`config.mk`:
```
export PLATFORM = sky130hd
export DESIGN_NAME = ternary_sel_packer
export DESIGN_NICKNAME = d
export VERILOG_FILES = /design/src/rtl/ternary_pkg.sv /design/src/rtl/ternary_sel_encode.sv /design/src/rtl/ternary_sel_packer.sv
export SDC_FILE = /design/constraint.sdc
export NUM_CORES = 1
export LEC_CHECK = 0
export CAP_MARGIN = 5
export CELL_PAD_IN_SITES_DETAIL_PLACEMENT = 1
export CELL_PAD_IN_SITES_GLOBAL_PLACEMENT = 2
export CORE_ASPECT_RATIO = 1.1
export CORE_MARGIN = 10
export CORE_UTILIZATION = 35
export CTS_CLUSTER_DIAMETER = 60
export DETAILED_ROUTE_END_ITERATION = 8
export GPL_ROUTABILITY_DRIVEN = 0
export MAX_ROUTING_LAYER = met4
export PLACE_DENSITY = 0.82
export SYNTH_ARGS = -nofsm -noshare
export SYNTH_HDL_FRONTEND = slang
export SYNTH_SLANG_ARGS = --single-unit
```
`constraint.sdc`:
```
create_clock -name clk -period 5.5 [get_ports clk]
set_input_delay 1.1 -clock clk [delete_from_list [all_inputs] [get_ports clk]]
set_output_delay 1.1 -clock clk [all_outputs]
set_load 0.005 [all_outputs]
```
`src/rtl/ternary_pkg.sv`:
```
// Shared types for the ternary select packer: select codes and packer states.
package ternary_pkg;

   typedef logic [1:0] sel_code_t;

   localparam sel_code_t SEL_ZERO = 2'b00;
   localparam sel_code_t SEL_POS  = 2'b01;
   localparam sel_code_t SEL_NEG  = 2'b10;

   typedef enum logic {
      FILL = 1'b0,
      HOLD = 1'b1
   } state_t;

endpackage

```
`src/rtl/ternary_sel_encode.sv`:
```
// Combinational ternary value -> 2-bit select code classifier.
// Build option SEL_PACK_SAT_EN: when defined, any value is mapped by sign
// (positive -> POS, negative -> NEG, zero -> ZERO) and nothing is illegal.
// When undefined, only 0, +1 and -1 are legal; anything else maps to ZERO
// and raises o_illegal.
module ternary_sel_encode
   import ternary_pkg::*;
#(
   parameter int DATA_W = 7
) (
   input  logic [DATA_W-1:0] i_value,
   output sel_code_t         o_code,
   output logic              o_illegal
);

   // classify the incoming value
   always_comb begin
      o_code    = SEL_ZERO;
      o_illegal = 1'b0;
`ifdef SEL_PACK_SAT_EN
      if (i_value[DATA_W-1])
         o_code = SEL_NEG;
      else if (|i_value)
         o_code = SEL_POS;
`else
      if (i_value == '0)
         o_code = SEL_ZERO;
      else if (i_value == DATA_W'(1))
         o_code = SEL_POS;
      else if (&i_value)
         o_code = SEL_NEG;
      else
         o_illegal = 1'b1;
`endif
   end

endmodule

```
`src/rtl/ternary_sel_packer.sv`:
```
// Packs a stream of ternary values into words of LANES 2-bit select codes.
// Lane 0 receives the first value of a word; in_last closes a word early.
// The packed word is registered (one cycle after the closing value) and held
// until the consumer takes it; a new value may be taken in the same cycle the
// held word drains, so back-to-back words need no bubble.
// Build option SEL_PACK_SAT_EN selects the saturating encode (see encoder).
module ternary_sel_packer
   import ternary_pkg::*;
#(
   parameter int DATA_W = 7,
   parameter int LANES  = 8
) (
   input  logic                       clk,
   input  logic                       rst,
   input  logic                       in_valid,
   output logic                       in_ready,
   input  logic [DATA_W-1:0]          in_data,
   input  logic                       in_last,
   output logic                       out_valid,
   input  logic                       out_ready,
   output logic [2*LANES-1:0]         out_word,
   output logic [$clog2(LANES+1)-1:0] out_count,
   output logic                       err
);

   localparam int IDX_W = $clog2(LANES);
   localparam int CNT_W = $clog2(LANES+1);

   state_t             r_state;
   logic [IDX_W-1:0]   r_idx;
   logic [2*LANES-1:0] r_stage;
   logic               r_out_valid;
   logic [2*LANES-1:0] r_out_word;
   logic [CNT_W-1:0]   r_out_count;
   logic               r_err;

   sel_code_t          w_code;
   logic               w_illegal;
   logic               w_accept;
   logic               w_close;
   logic               w_drain;
   logic [2*LANES-1:0] w_stage_nxt;

   ternary_sel_encode #(
      .DATA_W (DATA_W)
   ) u_encode (
      .i_value   (in_data),
      .o_code    (w_code),
      .o_illegal (w_illegal)
   );

   assign in_ready  = !r_out_valid || out_ready;
   assign out_valid = r_out_valid;
   assign out_word  = r_out_word;
   assign out_count = r_out_count;
   assign err       = r_err;

   assign w_accept = in_valid && in_ready;
   assign w_close  = w_accept && (in_last || (r_idx == IDX_W'(LANES-1)));
   assign w_drain  = (r_state == HOLD) && out_ready;

   // staging word with the current value dropped into its lane
   always_comb begin
      w_stage_nxt = r_stage;
      w_stage_nxt[2*r_idx +: 2] = w_code;
   end

   // lane accumulation, word presentation and drain
   always_ff @(posedge clk) begin
      if (rst) begin
         r_state     <= FILL;
         r_idx       <= '0;
         r_stage     <= '0;
         r_out_valid <= 1'b0;
         r_out_word  <= '0;
         r_out_count <= '0;
         r_err       <= 1'b0;
      end else begin
         if (w_drain) begin
            r_out_valid <= 1'b0;
            r_state     <= FILL;
         end
         if (w_accept) begin
            if (w_illegal)
               r_err <= 1'b1;
            if (w_close) begin
               // staging is wiped so an early-closed word never leaks lanes
               r_out_word  <= w_stage_nxt;
               r_out_count <= CNT_W'(r_idx) + CNT_W'(1);
               r_out_valid <= 1'b1;
               r_state     <= HOLD;
               r_idx       <= '0;
               r_stage     <= '0;
            end else begin
               r_stage <= w_stage_nxt;
               r_idx   <= r_idx + IDX_W'(1);
            end
         end
      end
   end

endmodule
```
==> impl_metrics.ini <==
[run_status]
status = finished clean

[critical_path]
critPathRequiredTime_ns = 4.40
path_buf_inv = 3
reg2reg_depth = 6
cp-end-kind = primary output
worstSetupPathType = in -> out
cp_slowest_cell = clkdlybuf4s50_1
r2r_end = out_word[6]
critPathTopFamily = buffers and inverters
rrSetupSlack_ns = 2.66
critPathLaunchType = input pin
r2r-start = r_idx[0]
crit_arrival_ns = 2.47
cp_common_cell = clkdlybuf4s50_1
path_cells = clkdlybuf4s50_1 -> nor2b_2 -> inv_2 -> clkdlybuf4s50_1
path_max_fanout = 9
cp_slowest_stage_delay_ns = 0.48

[final_layout]
drive_above_1_share = 0.118
seqCellArea_um2 = 841
nets = 261
final_cell_count_no_fill = 323
fillers = 697
area_growth_pct = 23.4
final_util = 0.440
antennaDiodeCount = 0
multi_input_area_mm2 = 0.00110

[sta]
fin_crit_sh = 0.650
hold_viol = 0
worstMarginPinSlew_ns = 1.07
skew_ns = 0.00749
fmax_ghz = 0.280
layout_min_cycle_time_ns = 3.57
fin_setup_tns_ns = 0
setup_violations = 0
slew_headroom = 0.277
grt_setup_unrepaired = no
layout_setup_ws_ns = 1.93
drv_slew = 0

[global_route]
grt_max_degree = 51
grt_overflow_total = 0
antenna_found_initial = 0
grt_pass1_vias = 1736
grt_pass1_wl_um = 8400
grt_util_all_layers = 0.115

[cts]
cts-root-buf = clkbuf_8
insertion_delay_ns = 0.30
cts_buffer_depth = 2
cts_tree = built
cts.reportedPaths.clkPinSlew_ns = 0.08
htreeDepth = 2
cts_resized = 0
post_cts_buffers = 0
cts_buffers = 5
cts.sinks = 42
hold_buffers = 0

[floorplanning]
die_y_um = 99.9
die_w_um = 92.7
start_util = 0.357
core_area_mm2 = 0.00570
num_rows = 29
pin_count = 35
die-area_mm2 = 0.00926

[yosys]
synth_ff_type = dfxtp_1
synth_warnings = 0
ys_seq_elements = 42
avgSynthCellArea_um2 = 9.41
synth_nets = 232
synth_edf_count = 0
ys_seq_area_frac = 0.414
syn_area_mm2 = 0.00203
synth_cell_types = 42
synth_cells = 216
synth-async-reset-ratio = 0

[routing]
drtIter0Drc = 79
top_layer = met4
met3_length_um = 179
routed-wl-met2_um = 2410
vias_per_cell = 5.19
dr.pass1.iters = 4
drc_errors = 0
drtAntennaViolNets = 0
vias = 1675
wl_met1_um = 2470
wl_per_cell_um = 15.9
wl_um = 5130

[pwr]
p_comb_frac = 0.139
intPower_uw = 457
p_switching_uw = 164
clockPowerShare = 0.346
pwr-share-seq = 0.515
powerDensity_mw_per_mm2 = 248
p_sw_frac = 0.264
power.leakage_nw = 0.847
ir_drop_uv = 119

[place]
dp.cells = 315
place_hpwl_um = 3580
port_buffers = 34
preCtsSetupSlack_ns = 1.92

[worst_hold_path]
min_to = err
min_path_cells = 2
min_path_type = reg -> reg
min-delay-start = err

[run]
drv_cap = 0
sequential cells by signal (all words and copies together), names as in the netlist:
name and count:
r_state 1, out_count 4, err 1, r_stage 16, r_idx 3, out_word 16, out_valid 1
cells by family (layout without fill, tap and decap cells):
logic type | count (synthesis) | in the layout | share of synthesized area
AND/OR/NAND/NOR | 85 | 85 | 0.250
AO/OA/AOI/OAI | 48 | 48 | 0.182
flip-flops | 42 | 42 | 0.414
buffers and inverters | 20 | 50 | 0.0462
multiplexers | 17 | 17 | 0.0837
adder cells (fa/ha/maj) | 4 | 4 | 0.0246
power groups by stage:
stage / clock network, mW / registers, mW / logic, mW
floorplan: 0 / 0.327 / 0.0500
global placement: 0 / 0.327 / 0.0859
detailed placement: 0 / 0.327 / 0.0872
CTS: 0.220 / 0.320 / 0.0878
global route: 0.235 / 0.322 / 0.0948
finish: 0.215 / 0.320 / 0.0862
worst register-to-register path, stage by stage (launching register included):
cell and delay, ns:
dfxtp_1 0.55, inv_1 0.15, ha_1 0.22, ha_1 0.42, nor4bb_1 0.95, mux2i_1 0.33
a211oi_2 0.09
layout by cell type (no fill, tap or decap), types with 4 or more instances in the layout:
master / instances
dfxtp_1: 42
clkdlybuf4s50_1: 34
nor2_1: 26
mux2i_1: 17
nand2_1: 16
a21oi_1: 13
a211oi_1: 12
nand2b_1: 10
o32ai_1: 8
nand3_1: 6
clkbuf_8: 6
inv_1: 4
nand4_1: 4
a211oi_2: 4
a32oi_1: 4
ha_1: 4
worst max-delay path by stage:
stage	start	end	cells past startpoint
after global routing	out_ready	in_ready	4
final	out_ready	in_ready	4
after detailed placement	out_ready	in_ready	4
after CTS	out_ready	in_ready	4
after global placement	out_ready	in_ready	4
after floorplan	out_ready	in_ready	2
layer usage:
layer,up-vias,track usage
met2,23,0.179
met3,8,0.0269
met4,0,0.0463
met5,-,-
met1,798,0.140
li1,846,-
synth_stat cells (2+ instances only):
library cell | instances | share of area
dfxtp_1 | 42 | 0.41
nor2_1 | 26 | 0.048
mux2i_1 | 17 | 0.084
nand2_1 | 16 | 0.030
a21oi_1 | 13 | 0.032
a211oi_1 | 12 | 0.044
nand2b_1 | 10 | 0.031
o32ai_1 | 8 | 0.034
buf_2 | 6 | 0.015
clkbuf_1 | 6 | 0.011
nand3_1 | 6 | 0.015
a211oi_2 | 4 | 0.025
a32oi_1 | 4 | 0.017
ha_1 | 4 | 0.025
inv_1 | 4 | 0.0074
nand4_1 | 4 | 0.012
nand3b_1 | 3 | 0.011
o211ai_1 | 3 | 0.011
a32o_1 | 2 | 0.0098
inv_2 | 2 | 0.0037
nor3_2 | 2 | 0.0098
nor3_4 | 2 | 0.016
layout make-up:
class | instances | area share
Timing Repair Buffer | 36 | 0.142
Tap cell | 77 | 0.0384
Clock inverter | 2 | 0.00499
Inverter | 6 | 0.00898
Multi-Input combinational cell | 154 | 0.438
Clock buffer | 6 | 0.0329
Sequential cell | 42 | 0.335
per-stage QoR:
stage | instance area [µm²] | hold slack, ns | power [mW]
after floorplan | 2030 | 0.441 | 0.377
after global placement | 2410 | 0.435 | 0.413
after detailed placement | 2410 | 0.444 | 0.415
after CTS | 2510 | 0.464 | 0.628
after global routing | 2510 | 0.489 | 0.652
final | 2510 | 0.453 | 0.621
Power figures use the tool's default switching activity.
